## config.mk

```make
export PLATFORM = sky130hd
export DESIGN_NAME = output_frame_scheduler
export DESIGN_NICKNAME = d
export VERILOG_FILES = /design/src/rtl/output_frame_scheduler.sv
export SDC_FILE = /design/constraint.sdc
export NUM_CORES = 1
export LEC_CHECK = 0
export BUFFER_PORTS_ARGS = -buffer_cell sky130_fd_sc_hd__clkbuf_2
export CAP_MARGIN = 30
export CORE_MARGIN = 4
export CORE_UTILIZATION = 35
export DETAILED_ROUTE_END_ITERATION = 10
export GPL_TIMING_DRIVEN = 0
export PLACE_DENSITY_LB_ADDON = 0.2
export RECOVER_POWER = 100
export SLEW_MARGIN = 5
export SYNTH_ARGS = -nofsm -noshare
export SYNTH_HDL_FRONTEND = slang
export SYNTH_SLANG_ARGS = --single-unit
export TNS_END_PERCENT = 20
```

## constraint.sdc

```tcl
create_clock -name ClkxCI -period 3 [get_ports ClkxCI]
set_input_delay 0.45 -clock ClkxCI [delete_from_list [all_inputs] [get_ports ClkxCI]]
set_output_delay 0.45 -clock ClkxCI [all_outputs]
set_load 0.01 [all_outputs]
```

## src/rtl/output_frame_scheduler.sv

```systemverilog
// rtl/output_frame_scheduler.sv - sequences encoder tokens into output FIFO body/header writes
// Purpose: accepts literal and copy tokens, emits body bytes (copy = 2 bytes),
//          collects one flag bit per item and writes a FRAME_SIZE-bit header per
//          frame with a minimum header-strobe spacing, then flushes on end-of-stream.
// Ports:   ClkxCI/RstxRBI             clock, async active-low reset
//          TokValidxSI/TokReadyxSO    token handshake; TokIsCopyxSI, TokLitxDI,
//                                     TokOffsetxDI, TokLenxDI token payload
//          EndOfDataxSI               end-of-stream pulse
//          FifoAlmostFullxSI          FIFO backpressure, BuffersEmptyxSI FIFO drained
//          BodyDataxDO/BodyStrobexSO  body byte write port (registered)
//          HeaderDataxDO/HeaderStrobexSO header write port (registered)
//          DonexSO                    stream flushed and drained (registered)
// Option:  `define OFS_STATS_EN adds ItemTotalxDO and StallCyclesxDO counters.
module output_frame_scheduler #(
    parameter int FRAME_SIZE  = 8,
    parameter int MIN_HDR_GAP = 16
) (
    input  logic                  ClkxCI,
    input  logic                  RstxRBI,
    input  logic                  TokValidxSI,
    output logic                  TokReadyxSO,
    input  logic                  TokIsCopyxSI,
    input  logic [7:0]            TokLitxDI,
    input  logic [11:0]           TokOffsetxDI,
    input  logic [3:0]            TokLenxDI,
    input  logic                  EndOfDataxSI,
    input  logic                  FifoAlmostFullxSI,
    input  logic                  BuffersEmptyxSI,
    output logic [7:0]            BodyDataxDO,
    output logic                  BodyStrobexSO,
    output logic [FRAME_SIZE-1:0] HeaderDataxDO,
    output logic                  HeaderStrobexSO,
`ifdef OFS_STATS_EN
    output logic [31:0]           ItemTotalxDO,
    output logic [31:0]           StallCyclesxDO,
`endif
    output logic                  DonexSO
);
    localparam int CNT_W = $clog2(FRAME_SIZE + 1);
    localparam int GAP_W = $clog2(MIN_HDR_GAP + 1);
    localparam logic [CNT_W-1:0] FRAME_CNT = CNT_W'(FRAME_SIZE);
    localparam logic [GAP_W-1:0] GAP_LOAD  = GAP_W'(MIN_HDR_GAP - 1);

    typedef enum logic [2:0] {S_RUN, S_COPY2, S_HDR, S_DRAIN, S_DONE} state_t;

    state_t                r_state;
    logic [CNT_W-1:0]      r_item_cnt;
    logic [FRAME_SIZE-1:0] r_flag_reg;
    logic [GAP_W-1:0]      r_gap_cnt;
    logic                  r_end_pending;
    logic                  r_out_en;
    logic [7:0]            r_copy_lo;
    logic [7:0]            r_body_data;
    logic                  r_body_strobe;
    logic [FRAME_SIZE-1:0] r_hdr_data;
    logic                  r_hdr_strobe;
    logic                  r_done;

    logic                  w_tok_ready;
    logic                  w_accept;
    logic [CNT_W-1:0]      w_cnt_inc;
    logic [FRAME_SIZE-1:0] w_item_bit;

    // r_out_en keeps TokReady low while reset is asserted and for the first cycle after
    assign w_tok_ready = r_out_en & (r_state == S_RUN) & ~r_end_pending & ~FifoAlmostFullxSI;
    assign w_accept    = TokValidxSI & w_tok_ready;
    assign w_cnt_inc   = r_item_cnt + CNT_W'(1);
    assign w_item_bit  = FRAME_SIZE'(1) << r_item_cnt;

    always_ff @(posedge ClkxCI or negedge RstxRBI) begin
        if (!RstxRBI) begin
            r_state       <= S_RUN;
            r_item_cnt    <= '0;
            r_flag_reg    <= '0;
            r_gap_cnt     <= '0;
            r_end_pending <= 1'b0;
            r_out_en      <= 1'b0;
            r_copy_lo     <= '0;
            r_body_data   <= '0;
            r_body_strobe <= 1'b0;
            r_hdr_data    <= '0;
            r_hdr_strobe  <= 1'b0;
            r_done        <= 1'b0;
        end else begin
            r_out_en      <= 1'b1;
            r_body_strobe <= 1'b0;
            r_hdr_strobe  <= 1'b0;
            if (EndOfDataxSI) begin
                r_end_pending <= 1'b1;
            end
            if (r_gap_cnt != '0) begin
                r_gap_cnt <= r_gap_cnt - GAP_W'(1);
            end
            case (r_state)
                S_RUN: begin
                    if (w_accept) begin
                        r_body_strobe <= 1'b1;
                        r_item_cnt    <= w_cnt_inc;
                        if (TokIsCopyxSI) begin
                            r_body_data <= {TokOffsetxDI[11:8], TokLenxDI};
                            r_copy_lo   <= TokOffsetxDI[7:0];
                            r_flag_reg  <= r_flag_reg | w_item_bit;
                            r_state     <= S_COPY2;
                        end else begin
                            r_body_data <= TokLitxDI;
                            if (w_cnt_inc == FRAME_CNT) begin
                                r_state <= S_HDR;
                            end
                        end
                    end else if (r_end_pending) begin
                        // flush: partial header if anything is buffered, else straight to drain
                        r_state <= (r_item_cnt != '0) ? S_HDR : S_DRAIN;
                    end
                end
                S_COPY2: begin
                    // FIFO almost-full margin guarantees room for this second byte
                    r_body_data   <= r_copy_lo;
                    r_body_strobe <= 1'b1;
                    r_state       <= (r_item_cnt == FRAME_CNT) ? S_HDR : S_RUN;
                end
                S_HDR: begin
                    if (r_gap_cnt == '0) begin
                        r_hdr_data   <= r_flag_reg;
                        r_hdr_strobe <= 1'b1;
                        r_flag_reg   <= '0;
                        r_item_cnt   <= '0;
                        r_gap_cnt    <= GAP_LOAD;
                        r_state      <= r_end_pending ? S_DRAIN : S_RUN;
                    end
                end
                S_DRAIN: begin
                    if (BuffersEmptyxSI) begin
                        r_done  <= 1'b1;
                        r_state <= S_DONE;
                    end
                end
                S_DONE: begin
                    r_done <= 1'b1;
                end
                default: r_state <= S_RUN;
            endcase
        end
    end

    assign TokReadyxSO     = w_tok_ready;
    assign BodyDataxDO     = r_body_data;
    assign BodyStrobexSO   = r_body_strobe;
    assign HeaderDataxDO   = r_hdr_data;
    assign HeaderStrobexSO = r_hdr_strobe;
    assign DonexSO         = r_done;

`ifdef OFS_STATS_EN
    logic [31:0] r_item_total;
    logic [31:0] r_stall_cycles;

    always_ff @(posedge ClkxCI or negedge RstxRBI) begin
        if (!RstxRBI) begin
            r_item_total   <= '0;
            r_stall_cycles <= '0;
        end else begin
            if (w_accept && (r_item_total != '1)) begin
                r_item_total <= r_item_total + 32'd1;
            end
            if (TokValidxSI && !w_tok_ready && (r_stall_cycles != '1)) begin
                r_stall_cycles <= r_stall_cycles + 32'd1;
            end
        end
    end

    assign ItemTotalxDO   = r_item_total;
    assign StallCyclesxDO = r_stall_cycles;
`endif
endmodule

```

==> impl_metrics.json <==
{
  "status": "completed",
  "synth-seq-cells": 49,
  "cts_tree": "yes",
  "h-tree-depth": 2,
  "fin_crit_sh_pct": 81.45,
  "multi_input_area_sq_mm": 0.001007,
  "die_area_sq_mm": 0.008065,
  "setup_tns_ns": 0,
  "slowest_stage": "o311ai_0",
  "drive_gt1_share_pct": 21.07,
  "pin_count": 51,
  "start_util_pct": 36.47,
  "ant_nets": 0,
  "wl_per_cell_um": 13.25,
  "die_y_um": 89.81,
  "post_drt_via_cell_ratio": 4.866,
  "fillers": 679,
  "worstSetupPathType": "reg -> reg",
  "cts_inserted_buffers": 5,
  "synth_edf_count": 0,
  "place_ws_ns": 0.7601,
  "postCtsHoldBufs": 0,
  "crit_chain": "ha_1, ha_1, nand3b_1, mux2i_1, o311ai_0, mux2_4",
  "drt_iter0_markers": 64,
  "max_stage_delay_ns": 0.80,
  "slew_viol_final": 0,
  "synth_cell_type_count": 49,
  "relSlewSlack_pct": 18.44,
  "yosys-top-cells-count": "dfrtp_1, nand2_1, o21ai_0",
  "start_kind": "register",
  "setup_viol": 0,
  "drt_pass1_iterations": 4,
  "cap_violations": 0,
  "nNetsFinal": 318,
  "rr_endpoint": "r_state[1]",
  "grt_pass1_wl_um": 8431,
  "worstHoldPathType": "in -> reg",
  "syn_inst": 220,
  "area_growth_pct": 16.77,
  "place_hpwl_um": 3549,
  "place.gp.congestion": 0.7507,
  "grt_max_degree": 30,
  "worst_pin_slew_ns": 1.223,
  "drt_wl_total_um": 4731,
  "syn-cell-area_sq_mm": 0.002342,
  "rsz0062_at_grt": "no",
  "hold_viol": 0,
  "critPathMaxFanout": 5,
  "remaining_drc_errors": 0,
  "synth_top_area_cell": "dfrtp_1",
  "cts_resized": 0,
  "synth.most_common_cell": "dfrtp_1",
  "numPortBuffers": 50,
  "clockBufferDepth": 2,
  "rows": 29,
  "p_leak_nw": 1.315,
  "required_ns": 3.20,
  "antenna_found_initial": 0,
  "fin_crit_ns": 2.444,
  "grt_overflow": 0,
  "antenna-diode-count": 0,
  "grt_pass1_vias": 1793,
  "track_usage_pct": 12.80,
  "pwr_density_cell_mw_per_mm2": 668.4,
  "end_kind": "register",
  "ff2ff_setup_slack_ns": 0.56,
  "final_util_pct": 42.59,
  "synth_top_cell_area_share_pct": 52.35,
  "die_width_um": 89.81,
  "synthTopCellsByArea": "dfrtp_1, nand2_1, mux2_2",
  "reg2regPathDepth": 6,
  "setup_ws_ns": 0.5565,
  "clock-sinks": 49,
  "post_cts_buffers": 0,
  "ys_seq_area_share_pct": 52.35,
  "holdPathStages": 2,
  "synth_warnings": 0,
  "vias": 1737,
  "fmax_mhz": 409.2,
  "reg2reg_from": "r_item_cnt[0]",
  "avgSynthCellArea_sq_um": 10.65,
  "ys.flop_type": "dfrtp_1",
  "holdPathEnd": "r_end_pending",
  "final-seq-area_sq_mm": 0.001226,
  "root_buffer": "clkbuf_8",
  "async_flop_share_pct": 100.0,
  "synth_nets": 259,
  "clock_latency_ns": 0.30,
  "critical_path_arrival_ns": 2.64,
  "clock_skew_ns": 0.005178,
  "irDropWorstVdd_uv": 196.7,
  "core-area_sq_mm": 0.006422,
  "min-delay-start": "EndOfDataxSI",
  "clk_pin_slew_worst_paths_ns": 0.10,
  "path_common_cell": "ha_1"
}
==> layout by cell type, fill, tap and decap left out, types with 2 or more instances in the layout <==
cell | Yosys | layout
nor3b_1 | 2 | 2
xnor2_1 | 2 | 2
o21ai_0 | 20 | 20
nand3_1 | 10 | 10
clkinv_2 | 1 | 2
mux2_2 | 9 | 9
nand3b_1 | 2 | 2
inv_1 | 6 | 6
buf_2 | 6 | 2
a22oi_1 | 2 | 2
clkbuf_1 | 1 | 29
and4bb_2 | 2 | 2
nor3_1 | 2 | 2
or2_2 | 2 | 2
a22o_1 | 2 | 2
or3_1 | 1 | 2
ha_1 | 8 | 8
nand2_1 | 41 | 41
clkbuf_2 | 0 | 29
dfrtp_1 | 49 | 49
mux2i_1 | 10 | 10
a21oi_1 | 5 | 5
clkbuf_8 | 0 | 5
nor2_1 | 10 | 11
==> worst max-delay path by stage <==
| stage | startpoint | endpoint | slack (ns) | cells after the start |
|---|---|---|---|---|
| global placement | TokIsCopyxSI | r_copy_lo[2] | 0.76 | 4 |
| CTS | r_state[1] | TokReadyxSO | 0.84 | 4 |
| detailed placement | TokIsCopyxSI | r_copy_lo[0] | 0.76 | 4 |
| global route | r_item_cnt[0] | r_state[1] | 0.43 | 6 |
| floorplan | r_gap_cnt[0] | r_state[1] | 1.01 | 7 |
| finish | r_item_cnt[0] | r_state[1] | 0.56 | 6 |
==> critical path: cells and delay by family, from the launching register on <==
kind | cells | cell delay [ns]
DFF | 1 | 0.44
and+or+nand+nor | 1 | 0.09
AOI/OAI and AO/OA | 1 | 0.80
muxes | 2 | 0.43
adders and majority gates | 2 | 0.59
==> per-stage QoR <==
stage	cell area, sq um	hold WS (ns)	power, mW	cells
final	2735	0.3324	1.828	357
after global routing	2735	0.3220	1.975	357
after CTS	2804	0.1354	1.906	357
after detailed placement	2714	0.4574	1.502	349
after global placement	2689	0.4549	1.485	347
after floorplan	2342	0.1544	1.318	220
==> layer usage <==
| layer | routed length, um | global-route usage (%) | vias up |
|---|---|---|---|
| li1 | - | - | 875 |
| met1 | 2190 | 15.98 | 815 |
| met2 | 2160 | 20.49 | 40 |
| met3 | 306 | 4.341 | 7 |
| met4 | 73 | 4.981 | 0 |
| met5 | 0 | 0 | - |
==> layout make-up <==
class | count | area share, %
Sequential cell | 49 | 44.83
Inverter | 7 | 1.006
Clock inverter | 3 | 0.7777
Tap cell | 77 | 3.522
Multi-Input combinational cell | 154 | 36.83
Timing Repair Buffer | 52 | 9.058
Clock buffer | 5 | 2.516
Buffer | 10 | 1.464
==> power by group <==
part	switching (mW)	total, mW	internal [mW]	leakage [nW]
Combinational	0.313	0.564	0.251	0.625
Sequential	0.0833	0.864	0.781	0.646
Clock	0.234	0.399	0.166	0.0445
Total	0.630	1.83	1.20	1.32
==> kinds of logic after synthesis <==
logic type	count (synthesis)	synth area share [%]
compound gates	39	10.84
mux	20	9.242
simple gates	83	18.43
fa+ha+maj	8	4.274
xor+xnor	3	1.122
other cells	1	0.1601
buf+inv	17	3.579
flops	49	52.35
Note: power is estimated with default switching activity, not from simulation.
